[config.mk]
export PLATFORM = sky130hd
export DESIGN_NAME = bht_update_scheduler
export DESIGN_NICKNAME = d
export VERILOG_FILES = /design/src/rtl/bht_update_scheduler.sv
export SDC_FILE = /design/constraint.sdc
export NUM_CORES = 1
export LEC_CHECK = 0
export CORE_MARGIN = 4
export CORE_UTILIZATION = 49
export CTS_CLUSTER_DIAMETER = 30
export CTS_CLUSTER_SIZE = 14
export DETAILED_ROUTE_END_ITERATION = 10
export PLACE_DENSITY = 0.76
export SLEW_MARGIN = 20
export SYNTH_ARGS = -nofsm -noshare
export SYNTH_HDL_FRONTEND = slang
export SYNTH_SLANG_ARGS = --single-unit
export TNS_END_PERCENT = 10
[constraint.sdc]
create_clock -name clk -period 2 [get_ports clk]
set_input_delay 0.4 -clock clk [delete_from_list [all_inputs] [get_ports clk]]
set_output_delay 0.4 -clock clk [all_outputs]
set_load 0.02 [all_outputs]
[src/rtl/bht_update_scheduler.sv]
// bht_update_scheduler
//   Owns the single BHT access slot. After reset or flush it walks every
//   entry writing 2'b01 (weakly not-taken). In RUN it queues decode-stage
//   counter updates and shares the slot between fetch lookups and queued
//   writes. A full queue forces a write so updates are never starved.
//
// Ports
//   clk, rst        clock, synchronous active-high reset
//   flush           pulse: drop queued updates, restart the init walk
//   upd_*           decode-stage update offer (valid/ready handshake)
//   fetch_req       fetch wants the slot this cycle
//   fetch_grant     fetch may use the BHT read result
//   bht_we/windex/wdata  BHT write port
//   init_busy       initialisation walk in progress
//   pending         registered queue occupancy
module bht_update_scheduler #(
  parameter int INDEX_WIDTH = 10,
  parameter int FIFO_DEPTH  = 4
) (
  input  logic                            clk,
  input  logic                            rst,
  input  logic                            flush,
  input  logic                            upd_valid,
  input  logic [INDEX_WIDTH-1:0]          upd_index,
  input  logic [1:0]                      upd_state_old,
  input  logic                            upd_taken,
  output logic                            upd_ready,
  input  logic                            fetch_req,
  output logic                            fetch_grant,
  output logic                            bht_we,
  output logic [INDEX_WIDTH-1:0]          bht_windex,
  output logic [1:0]                      bht_wdata,
  output logic                            init_busy,
  output logic [$clog2(FIFO_DEPTH+1)-1:0] pending
);

  localparam int CW = $clog2(FIFO_DEPTH+1);
  localparam int PW = (FIFO_DEPTH > 1) ? $clog2(FIFO_DEPTH) : 1;
  localparam logic [CW-1:0]          DEPTH_C  = CW'(FIFO_DEPTH);
  localparam logic [CW-1:0]          CNT_ONE  = CW'(1);
  localparam logic [PW-1:0]          PTR_ONE  = PW'(1);
  localparam logic [INDEX_WIDTH-1:0] WALK_ONE = INDEX_WIDTH'(1);
  localparam logic [INDEX_WIDTH-1:0] WALK_END = {INDEX_WIDTH{1'b1}};

  typedef enum logic {INIT, RUN} state_t;

  typedef struct packed {
    logic [INDEX_WIDTH-1:0] index;
    logic [1:0]             ctr;
  } upd_t;

  state_t                 state, state_nxt;
  logic [INDEX_WIDTH-1:0] walk;
  logic [PW-1:0]          rd_ptr, wr_ptr;
  logic [CW-1:0]          count;
  upd_t                   mem [FIFO_DEPTH];

  logic full, empty, push, pop;
  logic [1:0] ctr_new;

  assign full  = (count == DEPTH_C);
  assign empty = (count == '0);

  // Saturating 2-bit counter step, computed once at enqueue time.
  always_comb begin
    ctr_new = upd_state_old;
    if (upd_taken) begin
      if (upd_state_old != 2'd3) ctr_new = upd_state_old + 2'd1;
    end else begin
      if (upd_state_old != 2'd0) ctr_new = upd_state_old - 2'd1;
    end
  end

  always_ff @(posedge clk) begin
    if (rst) state <= INIT;
    else     state <= state_nxt;
  end

  // Next state, slot arbitration and write-port mux. rst gates every
  // strobe so nothing leaks out during the reset cycle itself.
  always_comb begin
    state_nxt   = state;
    upd_ready   = 1'b0;
    fetch_grant = 1'b0;
    pop         = 1'b0;
    bht_we      = 1'b0;
    bht_windex  = walk;
    bht_wdata   = 2'b01;
    init_busy   = 1'b1;
    case (state)
      INIT: begin
        bht_we = !rst;
        if (flush)                 state_nxt = INIT;
        else if (walk == WALK_END) state_nxt = RUN;
      end
      RUN: begin
        init_busy  = rst;
        bht_windex = mem[rd_ptr].index;
        bht_wdata  = mem[rd_ptr].ctr;
        if (!rst) begin
          // ready is based on registered occupancy; a same-cycle pop
          // does not open a slot.
          upd_ready = !full;
          if (full)           pop = 1'b1;
          else if (fetch_req) fetch_grant = 1'b1;
          else if (!empty)    pop = 1'b1;
          bht_we = pop;
        end
        if (flush) state_nxt = INIT;
      end
      default: state_nxt = INIT;
    endcase
  end

  assign push    = upd_valid && upd_ready && !flush;
  assign pending = rst ? '0 : count;

  // Walk counter: held at 0 outside INIT so the next walk starts there.
  always_ff @(posedge clk) begin
    if (rst || flush || state == RUN) walk <= '0;
    else                              walk <= walk + WALK_ONE;
  end

  always_ff @(posedge clk) begin
    if (rst || flush) begin
      rd_ptr <= '0;
      wr_ptr <= '0;
      count  <= '0;
    end else begin
      if (push) wr_ptr <= wr_ptr + PTR_ONE;
      if (pop)  rd_ptr <= rd_ptr + PTR_ONE;
      case ({push, pop})
        2'b10:   count <= count + CNT_ONE;
        2'b01:   count <= count - CNT_ONE;
        default: count <= count;
      endcase
    end
  end

  always_ff @(posedge clk) begin
    if (push) mem[wr_ptr] <= '{index: upd_index, ctr: ctr_new};
  end

endmodule

Yosys cells after proc, flatten, opt, wreduce, memory -nomap -nowiden
Memory sizes are Yosys's and may differ from the RTL's. A register that Yosys moved wholly into a read port is not among the register bits.
Cells that the tools add are included.
Word-level totals
  register bits after elaboration: 18
  memory bits (writable): 48
  output and inout bits: 19
  memories: 1
Memory list
  mem: depth 4, width 12, read ports 1, clocked after memory_dff 1, wr ports 1, line 56  | upd_t mem [FIFO_DEPTH];
Cells by class
  $add $sub $neg: 7
  equal/unequal tests: 5
  muxes and demuxes: 28
  bitwise gates (word level): 1
  reduce and logical (&&, ||, !) cells: 10
Operators by type and width (number)
  1-bit two-way mux: 17
  2-bit two-way mux: 6
  10-bit by 1-bit adder with 10-bit output, second input constant: 1
  10-bit == test, second input constant: 1
  10-bit two-way mux: 1
  2-bit by 1-bit adder with 2-bit output, second input constant: 3
  3-bit case mux with 2 select lines: 1
  1-bit case mux with 2 select lines: 2
  2-bit nonzero test: 2
  3-bit by 1-bit adder with 3-bit output, second input constant: 1
  3-bit == test, second input constant: 1
  1-bit zero test: 3
  3-bit zero test: 1
  3-bit two-way mux: 1
  3-bit by 1-bit subtractor with 3-bit output, second input constant: 1
  2-bit by 1-bit == test with 1-bit output, second input constant: 1
  2-bit == test, second input constant: 1
  1-bit logical AND: 2
  1-bit logical OR: 2
  2-bit inequality test, second input constant: 1
  2-bit by 1-bit subtractor with 2-bit output, second input constant: 1
  1-bit NOT: 1

Depth between registers and ports, before layout
Gate-level depths: netlist (run 1).
  word-level depth: 8
  mapped depth: 10
  depth with buffers taken out: 9

Least setup slack after synthesis (run 1)
OpenSTA, ideal clock, no wires.
  path type: reg2reg
  start: register count[0]
  end: register count[2]
  data arrival time: 2.112 ns
  path slack: -0.182 ns
  cell stages (with the launch flop): 10
  path buffers: 0
  clock period less this slack: 2.182 ns
  cell sequence: dfxtp_1 > nor3b_1 > nor3_1 > inv_1 > ha_1 > inv_1 > fa_1 > xor2_1 > or3_1 > a21oi_1
Between the ends
  longest elaborated chain between the ends: 8
  elaborated cells between the ends (all ways): 18
  classes of those cells: add/sub: 2; eq/ne: 3; mux: 8; reduce/logical: 5
RTL lines
  start: declaration: line 55  | logic [CW-1:0] count;
  start signal: assignment: line 133  | 2'b10: count <= count + CNT_ONE;
  start signal: assignment: line 134  | 2'b01: count <= count - CNT_ONE;
  start signal: assignment: line 135  | default: count <= count;
  3-bit zero test or 3-bit == test (tied branches): line 62, 61
  1-bit two-way mux or 1-bit zero test (tied branches): line 106, 103
  1-bit two-way mux (on tied branches): line 105, 100
  1-bit two-way mux (on tied branches): line 104, 90
  1-bit two-way mux or 1-bit logical AND (tied branches): line 100, 115
  1-bit two-way mux or 1-bit logical AND (tied branches): line 90, 115
  2-bit by 1-bit == test with 1-bit output or 2-bit == test (tied branches): line 132  | case ({push, pop})
  3-bit case mux with 2 select lines or 2-bit nonzero test (tied branches)
Parallel ways exist; a longest one is shown, timed or not.
A chain may end at the register's enable or synchronous reset.

==> impl_metrics.tcl, run 1 <==
set metrics [dict create \
    syn_nets 222 \
    top_layer "met4" \
    final_area_sq_um 3880 \
    synth.mux.area_fraction 0.128 \
    num_rows 27 \
    h-tree-depth 3 \
    violations "negative setup slack" \
    grt_first_pass_wirelength_um 9670 \
    max_freq_ghz 0.452 \
    portBuffers 36 \
    antenna_cells 0 \
    initial_core_util 0.517 \
    dr_wl_met2_um 2960 \
    synth.avg_cell_area_sq_um 14.7 \
    clk_pin_slew_ns 0.07 \
    critPathArrivalTime_ns 1.81 \
    vdd_drop_max_mv 0.538 \
    worst_slack_ns -0.211 \
    crit_path_end_kind "primary output" \
    cp.buffers_inverters 2 \
    synthXorXnorAreaFrac 0.0151 \
    cts_root_buf "clkbuf_8" \
    synth_compound_area_frac 0.0535 \
    crit_path_max_incr_delay_ns 0.53 \
    ys_types 37 \
    postCtsSetupBuffers 0 \
    core_region_area_sq_um 5610 \
    vias_per_cell 5.40 \
    cts_tree "yes" \
    grt_max_degree 13 \
    drt-total-wl_um 5830 \
    grt_util_all_layers 0.180 \
    cts_buffer_depth 2 \
    rr_endpoint "count[2]$_SDFFE_PP0P_" \
    synth_top_family_by_area "multiplexers" \
    crit_required_ns 1.60 \
    wl_met3_um 282 \
    whs_ns 0.493 \
    slew_violations 0 \
    place_hpwl_um 3930 \
    worst_pin_slew_ns 0.331 \
    worstSkewPairLatency_ns 0.34 \
    post-route-period-util 1.11 \
    drv_cap 0 \
    synthAdderAreaFrac 0.0397 \
    synthCells 197 \
    nFillCells 405 \
    rr_worst_depth 9 \
    holdCritPathClass "reg -> reg" \
    synth-seq-area-share 0.635 \
    status "finished, violations left" \
    crit_path_max_fanout 6 \
    synth_area_sq_um 2900 \
    hold_viol_final 0 \
    place_area_sq_um 3610 \
    fin_nets 291 \
    holdBufCountCts 0 \
    grt_pass1_vias 1958 \
    die_y_um 85.0 \
    place.gp.congestion 0.871 \
    area_delta_synth_final_pct 33.9 \
    slew-limit-headroom 0.777 \
    power_density_nw_per_um2 748 \
    leakage_uw 0.00136 \
    worst-setup-path-type "reg -> out" \
    postRouteAntennaNets 0 \
    drt-initial-drc-count 69 \
    drt_pre_antenna_iters 4 \
    r2r_slack_ns -0.08 \
    critPathLaunchType "flip-flop" \
    yosysWarnings 0 \
    fin_skew_ns 0.00655 \
    antenna_found_initial 0 \
    finalSetupTns_ns -2.26 \
    synth-simple-area-share 0.106 \
    drcViolationCount 0 \
    overflow 0 \
    die_area_sq_um 7220 \
    wl_met1_um 2440 \
    path_cells "buf_12 > mux4_2 > mux2_4 > buf_6" \
    rsz0062_at_grt "yes" \
    finalSetupViolations 13 \
    via_count 1852 \
    cts_made_buffers 9 \
    die_w_um 85.0 \
    fin_crit_ns 2.21 \
    drive_above_1_share 0.347 \
    cts_sinks 68 \
    cp_slowest_cell "mux4_2" \
    hold_end "walk[0]$_SDFF_PP0_" \
    pre_cts_ws_ns -0.493 \
    wire_per_inst_um 17.0 \
    ios 37 \
    path_delay_family "multiplexers" \
    ys_seq_elements 68 \
    min_path_cells 1 \
    hold_start "walk[0]$_SDFF_PP0_" \
    worstReg2RegStart "count[1]$_SDFFE_PP0P_" \
]
timing repair:
item | in CTS | in global routing
resized for setup | 72 | 12
gates cloned | 1 | 0
pin swaps | 2 | 1
setup endpoints to repair | 20 | 16
where the power goes:
group          switching [uW]  internal, uW
registers                2.21          1510
clock network             495           823
logic                    34.6          44.5
total                     532          2370
cells in the mapped netlist:
cell | n | area [sq um]
edfxtp_1 | 48 | 1440
dfxtp_1 | 20 | 400
nor2_1 | 13 | 48.8
mux4_2 | 12 | 270
a21oi_1 | 11 | 55.1
and2_1 | 9 | 56.3
mux2_2 | 9 | 101
inv_1 | 8 | 30.0
ha_1 | 6 | 75.1
o31ai_1 | 6 | 45.0
nand2_1 | 5 | 18.8
o21ai_0 | 5 | 25.0
or3_1 | 5 | 31.3
or4_1 | 4 | 30.0
nand3_1 | 3 | 15.0
xor2_1 | 3 | 26.3
buf_1 | 2 | 7.51
buf_2 | 2 | 10.0
clkbuf_1 | 2 | 7.51
maj3_1 | 2 | 20.0
nand2b_1 | 2 | 12.5
nand3b_1 | 2 | 15.0
nor3_1 | 2 | 10.0
or2_2 | 2 | 12.5
xnor2_1 | 2 | 17.5
a31oi_1 | 1 | 6.26
and3_2 | 1 | 7.51
and4_1 | 1 | 8.76
buf_6 | 1 | 11.3
fa_1 | 1 | 20.0
nand3_2 | 1 | 10.0
nand3_4 | 1 | 17.5
nor2b_1 | 1 | 6.26
nor3b_1 | 1 | 7.51
o211ai_1 | 1 | 7.51
o21a_1 | 1 | 7.51
o311ai_0 | 1 | 8.76
final cells by class:
cell class              count  area, sq um  area share
inverters                   8         30.0     0.00773
clock buffers               9          124      0.0319
clock inverters             7          114      0.0293
well taps                  72         90.1      0.0232
flip-flops and latches     68         1850       0.476
repair buffers             65          618       0.159
multi-input cells         114         1060       0.273
sequential cells by signal, summed over array words and instances (netlist names), named ones only:
register,count
mem,48
walk,10
count,3
rd_ptr,2
wr_ptr,2
state,1
metrics by stage:
| stage | utilization | cells | power [uW] |
|---|---|---|---|
| 3_5_place_dp | 0.644 | 326 | 1620 |
| 6_report | 0.693 | 343 | 2900 |
| 5_1_grt | 0.693 | 343 | 3020 |
| 3_3_place_gp | 0.644 | 326 | 1620 |
| 2_1_floorplan | - | 197 | 1560 |
| 4_1_cts | 0.686 | 343 | 2930 |
cells in the final DEF, fill, tap and decap left out, types with 6 or more instances in the layout:
master           netlist  routed
a21oi_1               11      11
and2_1                 9       9
buf_2                  2       9
buf_4                  0      23
clkbuf_8               0       9
clkdlybuf4s50_1        0      16
dfxtp_1               20      16
edfxtp_1              48      48
inv_1                  8       8
mux4_2                12      12
nor2_1                13      12
o31ai_1                6       6
routing by layer:
| metal | track usage | up-vias |
|---|---|---|
| met4 | 0.0748 | 0 |
| met2 | 0.302 | 47 |
| met5 | 0 | - |
| met1 | 0.210 | 903 |
| met3 | 0.0631 | 11 |
| li1 | - | 891 |
worst max-delay path by stage:
| stage | startpoint | endpoint | slack, ns | depth (start not counted) |
|---|---|---|---|---|
| after floorplan | count[1]$_SDFFE_PP0P_ | count[2]$_SDFFE_PP0P_ | -0.03 | 9 |
| after global placement | fetch_req | count[2]$_SDFFE_PP0P_ | -0.44 | 10 |
| after detailed placement | fetch_req | count[2]$_SDFFE_PP0P_ | -0.49 | 10 |
| after CTS | flip-flop | bht_windex[2] | -0.25 | 4 |
| after global routing | flip-flop | bht_windex[2] | -0.28 | 4 |
| final | flip-flop | bht_windex[2] | -0.21 | 4 |
logic make-up after synthesis:
| logic type | after synthesis |
|---|---|
| simple gates | 53 |
| compound gates | 26 |
| flops | 68 |
| buf+inv | 15 |
| fa+ha+maj | 9 |
| xor+xnor | 5 |
| mux | 21 |
No activity file was read; power rests on OpenSTA's default activity.
==> inputs of run 2 (changes only) <==
--- a/config.mk
+++ b/config.mk
@@ -6,13 +6,13 @@
 export NUM_CORES = 1
 export LEC_CHECK = 0
 export CORE_MARGIN = 4
-export CORE_UTILIZATION = 49
+export CORE_UTILIZATION = 52
 export CTS_CLUSTER_DIAMETER = 30
 export CTS_CLUSTER_SIZE = 14
 export DETAILED_ROUTE_END_ITERATION = 10
-export PLACE_DENSITY = 0.76
+export DONT_BUFFER_PORTS = 1
+export PLACE_DENSITY = 0.71
 export SLEW_MARGIN = 20
 export SYNTH_ARGS = -nofsm -noshare
 export SYNTH_HDL_FRONTEND = slang
 export SYNTH_SLANG_ARGS = --single-unit
-export TNS_END_PERCENT = 10
==> run 2 against run 1 <==
- the flow still finishes with violations (negative setup slack)
- clock skew fell by 0.0015 ns
- via count is 6.0% lower
- setup slack better by 0.085 ns
- die area down 5.2%
- global-route usage grew 1.1 points
- final cell count down 12%
- worst hold slack got worse by 0.35 ns
- fmax increased by 4.0%
- highest routed layer unchanged
==> impl_metrics.tcl, run 2 (synthesized netlist as in run 1, its figures left out) <==
set metrics [dict create \
    status "finished, violations left" \
    violations "negative setup slack" \
    finalSetupViolations 13 \
    cts_buffer_depth 2 \
    largest_reg_flops 48 \
    worstSkewPairLatency_ns 0.34 \
    nFillCells 377 \
    reg_top3 "mem: 48 flops, walk: 10 flops, count: 3 flops" \
    cts_made_buffers 9 \
    drt_pre_antenna_iters 4 \
    p_total_uw 2910 \
    h-tree-depth 3 \
    grt_util_all_layers 0.192 \
    fin_crit_ns 2.13 \
    portBuffers 0 \
    crit_path_max_fanout 6 \
    place_hpwl_um 3770 \
    drt-total-wl_um 5690 \
    whs_ns 0.145 \
    slew_violations 0 \
    stdcell_count 301 \
    worst_slack_ns -0.126 \
    drcViolationCount 0 \
    crit_required_ns 1.60 \
    worst_pin_slew_ns 0.392 \
    antenna_cells 0 \
    final_cell_mix "edfxtp_1 (48), buf_4 (20), dfxtp_1 (17)" \
    ios 37 \
    drt-initial-drc-count 114 \
    wire_per_inst_um 18.9 \
    cts_sinks 68 \
    die_area_sq_um 6840 \
    grt_pass1_vias 1818 \
    max_freq_ghz 0.470 \
    p_sw_frac 0.182 \
    initial_core_util 0.551 \
    finalSetupTns_ns -0.995 \
    grt_max_degree 19 \
    dp.cells 280 \
    switchingPower_uw 530 \
    vdd_drop_max_mv 0.772 \
    grt_first_pass_wirelength_um 9050 \
    num_rows 26 \
    drive_above_1_share 0.351 \
    fin_skew_ns 0.00501 \
    final_area_sq_um 3520 \
    p_comb_frac 0.009 \
    p_clk_frac 0.472 \
    worst-setup-path-type "reg -> out" \
    critPathArrivalTime_ns 1.73 \
    power_density_nw_per_um2 826 \
    clk_pin_slew_ns 0.07 \
    hold_viol_final 0 \
    core_region_area_sq_um 5270 \
    antenna_found_initial 0 \
    cts_tree "yes" \
    critPathLaunchType "flip-flop" \
    p_seq_frac 0.519 \
    vias_per_cell 5.78 \
    final_common_cell "edfxtp_1" \
    via_count 1740 \
    regMostFlops "mem" \
    overflow 0 \
    leakage_uw 0.00117 \
    place.gp.congestion 0.836 \
    drv_cap 0 \
    power.internal_uw 2380 \
    place_area_sq_um 3140 \
    postRouteAntennaNets 0 \
    die_y_um 82.7 \
    holdCritPathClass "in -> reg" \
    cts_root_buf "clkbuf_8" \
    fin_nets 251 \
    post-route-period-util 1.06 \
    die_w_um 82.7 \
    area_delta_synth_final_pct 21.3 \
    slew-limit-headroom 0.738 \
    rsz0062_at_grt "yes" \
    crit_path_end_kind "primary output" \
]
-- run 2: changes by cell type in the layout (fill, tap and decap cells not counted), moves of 2 or more --
| cell | change |
|---|---|
| clkdlybuf4s50_1 | -16 |
| buf_2 | -9 |
| dlygate4sd2_1 | -5 |
| mux2_2 | -5 |
| mux2_4 | +5 |
| buf_12 | -4 |
| buf_4 | -3 |
| clkinv_1 | -2 |
-- run 2: per-layer routing --
metal,track usage,wire [um],vias up
met5,0,0,-
met4,0.127,155,0
met3,0.0531,304,17
met2,0.311,2870,53
met1,0.221,2360,864
li1,-,-,806
-- run 2: through the flow --
step	utilization	setup slack [ns]
final	0.668	-0.126
after detailed placement	0.595	-0.0924
after global placement	0.595	0.00359
after floorplan	-	-0.0293
after global routing	0.668	-0.196
after CTS	0.664	-0.139
-- run 2: path summary, 6_finish.rpt --
check                        start                    end  slack, ns  depth (start not counted)
max                      flip-flop          bht_windex[2]      -0.13                          3
max reg2reg  count[0]$_SDFFE_PP0P_  count[2]$_SDFFE_PP0P_      -0.08                          9
min                   upd_index[7]    mem[3][9]$_DFFE_PP_       0.14                          0
min reg2reg     walk[9]$_SDFF_PP0_     walk[9]$_SDFF_PP0_       0.51                          2
-- run 2: power by group through the flow --
| stage | logic, uW | registers (uW) | clock network, uW |
|---|---|---|---|
| detailed placement | 26.2 | 1540 | 0 |
| finish | 27.4 | 1510 | 1370 |
| CTS | 27.4 | 1510 | 1410 |
| floorplan | 23.4 | 1540 | 0 |
| global placement | 25.4 | 1540 | 0 |
| global route | 30.2 | 1510 | 1460 |
-- run 2: worst max-delay path, stage by stage, from the launching register on --
cell	delay, ns
dfxtp_4	0.39
buf_12	0.13
mux4_2	0.53
mux2_4	0.32
-- run 2: final cells by class --
cell class | instances | area, sq um | area share
clock inverter | 6 | 111 | 0.0316
inverter | 8 | 30.0 | 0.00853
sequential | 68 | 1850 | 0.525
timing repair buffer | 25 | 231 | 0.0658
clock buffer | 10 | 138 | 0.0391
multi-input combinational | 114 | 1070 | 0.305
tap | 70 | 87.6 | 0.0249
-- run 2: repair_timing --
item / 4_1_cts / 5_1_grt
pin swaps: 3 / 2
buffers inserted: 2 / 2
setup endpoints to repair: 13 / 15
resized for setup: 24 / 1
hold endpoints to repair: 0 / 0
gates cloned: 1 / 0
hold buffers: 0 / 0
==> inputs of run 3 (changes only) <==
--- a/config.mk
+++ b/config.mk
@@ -16,3 +16,4 @@
 export SYNTH_ARGS = -nofsm -noshare
 export SYNTH_HDL_FRONTEND = slang
 export SYNTH_SLANG_ARGS = --single-unit
+export TNS_END_PERCENT = 20
==> run 3 against run 2 <==
- the run still ends with negative setup slack left
- fmax decreased by 0.12%
- via count decreased by 1.4%
- global-route usage decreased by 0.093 points
- worst hold slack got worse by 0.0032 ns
- clock skew increased by 0.0011 ns
- wire length increased by 0.11%
- die area unchanged
- cell area decreased by 0.53%
- critical endpoint unchanged
- largest cell class unchanged
- highest routed layer unchanged
==> impl_metrics.tcl, run 3 (synthesized netlist as in run 1, its figures left out) <==
set metrics [dict create \
    status "finished, violations left" \
    violations "negative setup slack" \
    final_area_sq_um 3500 \
    hold_viol_final 0 \
    grt_pass1_vias 1821 \
    h-tree-depth 3 \
    area_delta_synth_final_pct 20.7 \
    vias_per_cell 5.74 \
    drv_cap 0 \
    drive_above_1_share 0.341 \
    cp_slowest_cell "mux4_2" \
    antenna_cells 0 \
    finalSetupViolations 12 \
    holdCritPathClass "in -> reg" \
    rsz0062_at_grt "yes" \
    post-route-period-util 1.06 \
    grt_first_pass_wirelength_um 8990 \
    die_y_um 82.7 \
    worstSkewPairLatency_ns 0.35 \
    fin_skew_ns 0.00615 \
    cts_made_buffers 9 \
    final_common_cell "edfxtp_1" \
    leakage_uw 0.00115 \
    finish.utilization 0.664 \
    place.gp.congestion 0.836 \
    core_region_area_sq_um 5270 \
    initial_core_util 0.551 \
    rr_worst_depth 9 \
    hold_end "mem[0][5]$_DFFE_PP_" \
    drt-initial-drc-count 96 \
    worstReg2RegStart "count[1]$_SDFFE_PP0P_" \
    worst-setup-path-type "reg -> out" \
    vdd_drop_max_mv 0.772 \
    hold_start "upd_index[3]" \
    max_freq_ghz 0.470 \
    die_area_sq_um 6840 \
    place_area_sq_um 3140 \
    wire_per_inst_um 19.0 \
    grt_util_all_layers 0.191 \
    overflow 0 \
    path_cells "buf_12 > mux4_2 > mux2_4" \
    reg_top3 "mem: 48 flops, walk: 10 flops, count: 3 flops" \
    min_path_cells 0 \
    grt_max_degree 19 \
    r2r_slack_ns -0.10 \
    postRouteAntennaNets 0 \
    rr_endpoint "count[2]$_SDFFE_PP0P_" \
    drcViolationCount 0 \
    num_rows 26 \
    drt-total-wl_um 5690 \
    crit_required_ns 1.60 \
    power_density_nw_per_um2 832 \
    cts_buffer_depth 2 \
    ios 37 \
    portBuffers 0 \
    cts_root_buf "clkbuf_8" \
    critPathLaunchType "flip-flop" \
    crit_path_end_kind "primary output" \
    fin_crit_ns 2.13 \
    cts_tree "yes" \
    critPathArrivalTime_ns 1.73 \
    largest_reg_flops 48 \
    final_cell_mix "edfxtp_1 (48), buf_4 (19), dfxtp_1 (17)" \
    clk_pin_slew_ns 0.08 \
    cts_sinks 68 \
    crit_path_max_fanout 6 \
    via_count 1716 \
    antenna_found_initial 0 \
    regMostFlops "mem" \
    slew-limit-headroom 0.738 \
    fin_nets 249 \
    drt_pre_antenna_iters 4 \
    die_w_um 82.7 \
    worst_pin_slew_ns 0.392 \
    place_hpwl_um 3770 \
    slew_violations 0 \
    crit_path_max_incr_delay_ns 0.53 \
    nFillCells 379 \
    worst_slack_ns -0.128 \
]
==> run 3: cell types whose count changed in the layout (fill, tap and decap cells not counted), sizes merged <==
cell / change
buf: -2
==> run 3: timing repair <==
action	4_1_cts	5_1_grt
setup buffers	1	1
gates cloned	1	0
hold buffers	0	0
pin swaps	1	1
gates resized for setup	21	2
setup endpoints to repair	13	16
==> run 3: final cells by class <==
cell class              count  area, sq um  area share
flip-flops and latches     68         1850       0.528
repair buffers             23          213      0.0608
clock buffers              10          138      0.0393
multi-input cells         114         1070       0.307
well taps                  70         87.6      0.0250
inverters                   8         30.0     0.00858
clock inverters             6          111      0.0318
==> run 3: worst max path at each step <==
stage                          start                    end  slack, ns  depth (start not counted)
6_report                   flip-flop          bht_windex[2]      -0.13                          3
5_1_grt        count[1]$_SDFFE_PP0P_  count[2]$_SDFFE_PP0P_      -0.20                          9
4_1_cts                    flip-flop          bht_windex[2]      -0.14                          3
3_5_place_dp   count[1]$_SDFFE_PP0P_  count[2]$_SDFFE_PP0P_      -0.09                          9
3_3_place_gp   count[1]$_SDFFE_PP0P_  count[2]$_SDFFE_PP0P_      0.004                          9
2_1_floorplan  count[1]$_SDFFE_PP0P_  count[2]$_SDFFE_PP0P_      -0.03                          9
==> run 3: where the power goes <==
part           total [uW]  leakage (uW)  internal [uW]  switching [uW]
combinational        27.4      0.000437           11.2            16.2
sequential           1510      0.000594           1510            2.68
clock                1380      0.000122            861             514
total                2910       0.00115           2380             533
==> run 3: per-stage QoR <==
| stage | power [uW] | setup slack, ns | std cells | setup TNS [ns] | hold slack, ns |
|---|---|---|---|---|---|
| detailed placement | 1570 | -0.0924 | 280 | -0.0924 | 0.480 |
| global placement | 1570 | 0.00359 | 280 | 0 | 0.455 |
| floorplan | 1560 | -0.0293 | 197 | -0.0293 | 0.438 |
| finish | 2910 | -0.128 | 299 | -1.02 | 0.142 |
| global route | 3000 | -0.200 | 299 | -1.76 | 0.120 |
| CTS | 2940 | -0.139 | 298 | -1.27 | 0.129 |
==> run 3: critical path, delay by kind of cell, from the launching register on <==
| kind | cells | cell delay (ns) |
|---|---|---|
| buffers and inverters | 1 | 0.13 |
| DFF | 1 | 0.39 |
| muxes | 2 | 0.85 |
==> run 3: per-layer routing <==
metal / up-vias / GRT usage / share of wire
li1: 801 / - / -
met1: 848 / 0.220 / 0.41
met4: 0 / 0.131 / 0.028
met2: 52 / 0.307 / 0.51
met3: 15 / 0.0542 / 0.053
met5: - / 0 / 0
==> edit (settings of run 2) <==
`FIFO_DEPTH`: 4 -> 8.
--- a/src/rtl/bht_update_scheduler.sv
+++ b/src/rtl/bht_update_scheduler.sv
@@ -16,5 +16,5 @@
 module bht_update_scheduler #(
   parameter int INDEX_WIDTH = 10,
-  parameter int FIFO_DEPTH  = 4
+  parameter int FIFO_DEPTH  = 8
 ) (
   input  logic                            clk,
Ports: changed (resized pending); port bits go from 37 to 38. The function was not compared with the original's and may differ.
==> edit against run 2 <==
  * The flow still finishes with violations (setup timing)
  * Total power increased by 89%
  * Maximum frequency fell by 8.6%
  * Synthesized area rose by 72%
  * Die area increased by 64%
  * Sequential cell count up 52
  * Sequential power rose by 78%
  * First-iteration DRC count up 94%
  * Cell area rose by 92%
  * Worst setup slack got worse by 0.20 ns
  * Largest cell class unchanged
  * Routed wire length increased by 110%
  * Global-route usage increased by 3.5 points
==> edit: results (changes against run 2) <==
status - finished with violations
failing checks - setup timing
Largest regs - mem (96), walk (10), count (4)
top cells by instance count after synthesis - 96 x edfxtp_1, 45 x mux2i_1, 26 x nor2_1
switching fraction of total power - 0.2083 (+0.02604)
top cells by area, synth - edfxtp_1 58%, dfxtp_1 9.6%, mux2i_1 9.0%, a22oi_1 3.0%, nor2_1 2.0%
first-pass GRT wire length - 18.50 mm (+100%)
dpl hpwl - 6.727 mm (+78%)
Clock Path Buffers - 2 (unchanged)
Synth cell types - 37 (unchanged)
EDFF count, synth - 96 (+100%)
number of global-route vias before repair - 3,344 (+84%)
largest net degree at the start of global routing - 26 (+7)
Leakage - 2.218 nW (+90%)
max_cap viols - 0 (unchanged)
hold path cells - 2 (+2)
max FFs per register - 96 (+100%)
post-synthesis sequential area ratio - 0.6752 (+0.04045)
Total Wirelength - 11.69 mm (+110%)
CTS buffer count - 17 (+8)
reg2reg setup slack - -0.26 ns (-0.18 ns)
Slew headroom - 0.6828 (-0.05509)
total track usage - 0.2262 (+0.03459)
DRT iter0 DRCs - 221 (+94%)
clk_skew - 0.01169 ns (+0.006675 ns)
WP data arrival - 1.93 ns (+0.20 ns)
YS warnings - 0 (unchanged)
Final setup viols - 17 (+4)
share of cells above drive strength 1 - 0.3666 (+0.01594)
H-Tree Depth - 4 (+1)
via total after detailed routing - 3,185 (+83%)
FF-to-FF Start - count[0]
# fillers - 599 (+59%)
Fin Hold WS - 0.06972 ns (-0.07512 ns)
WHS Endpoint - count[3]
CP max-delay cell - dfxtp_4
hold path start - flush
syn nets - 374 (+68%)
fin nets - 442 (+76%)
final setup margin - -0.3262 ns (-0.2005 ns)
worst-path maximum fanout - 5 (-1)
Routability Congestion - 0.7451 (-11%)
drt pass-1 iters - 5 (+1)
VDD IR max - 0.0006401 V (-17%)
clock-pin slew on the worst setup and hold paths - 0.06 ns
dpl cell area - 5470 sq um (+74%)
Crit path largest cell delay - 0.42 ns (-0.11 ns)
Skew-Pair Late Insertion Delay - 0.51 ns (+0.17 ns)
Antenna diodes - 0 (unchanged)
initial antenna violation count - 0 (unchanged)
## edit: changes by cell type after synthesis, sizes merged, moves of 9 or more
cell / change
mux2: -9
mux2i: +45
nor2: +13
nand3: +12
a22oi: +20
edfxtp: +48
## edit: how the worst max path moves through the flow
| stage | slack (ns) | end | startpoint | cells after the start |
|---|---|---|---|---|
| floorplan | -0.35 | count[2] | count[1] | 10 |
| global placement | -0.19 | count[2] | count[0] | 9 |
| detailed placement | -0.26 | count[2] | count[1] | 11 |
| CTS | -0.32 | bht_windex[5] | flip-flop | 7 |
| global route | -0.40 | bht_windex[4] | flip-flop | 7 |
| finish | -0.33 | bht_windex[8] | flip-flop | 7 |
## edit: cell type report
cell class / instances / share of cell area
clock buffer: 17 / 0.06143
multi-input combinational: 199 / 0.2730
sequential: 120 / 0.5017
inverter: 14 / 0.008166
clock inverter: 15 / 0.01930
tap: 129 / 0.02394
timing repair buffer: 66 / 0.1125
## edit: repair_timing
action	in CTS	in global routing
buffers inserted	10	3
pin swaps	28	12
hold buffers	10	0
endpoints found under the setup margin	90	18
endpoints found under the hold margin	80	0
gates cloned	7	0
gates resized for setup	67	24
## edit: power groups by stage
stage	logic, mW	clock network [mW]	registers, mW
2_1_floorplan	0.0316	0	2.75
3_3_place_gp	0.0381	0	2.75
3_5_place_dp	0.0401	0	2.75
4_1_cts	0.0738	2.74	2.69
5_1_grt	0.0823	2.90	2.69
6_report	0.0749	2.74	2.69
## edit: through the flow
step / utilization / cells / setup TNS (ns) / setup WS [ns]
after global placement: 0.5892 / 499 / -6.494 / -0.1913
after global routing: 0.7261 / 560 / -5.562 / -0.3986
final: 0.7261 / 560 / -4.117 / -0.3262
after detailed placement: 0.5892 / 499 / -8.797 / -0.2557
after floorplan: - / 350 / -0.6040 / -0.3475
after CTS: 0.7154 / 558 / -4.375 / -0.3227
## edit: kinds of logic after synthesis
logic type | after synthesis | synth area share
buf+inv | 31 | 0.02638
xor+xnor | 14 | 0.02462
compound gates | 43 | 0.05903
fa+ha+maj | 8 | 0.01909
mux | 49 | 0.1085
simple gates | 85 | 0.08716
flops | 120 | 0.6752
## edit: worst max-delay path, delay by kind of cell (launching register included)
family | cells | cell delay (ns)
muxes | 1 | 0.23
buffers and inverters | 3 | 0.46
and+or+nand+nor | 1 | 0.11
DFF | 1 | 0.42
AOI/OAI and AO/OA | 2 | 0.19
## edit: routing by layer
metal	up-vias	part of all wire	GRT usage
met5	-	0	0
met4	0	0.020	0.08973
met2	89	0.54	0.3994
li1	1461	-	-
met1	1618	0.39	0.2642
met3	17	0.048	0.05634
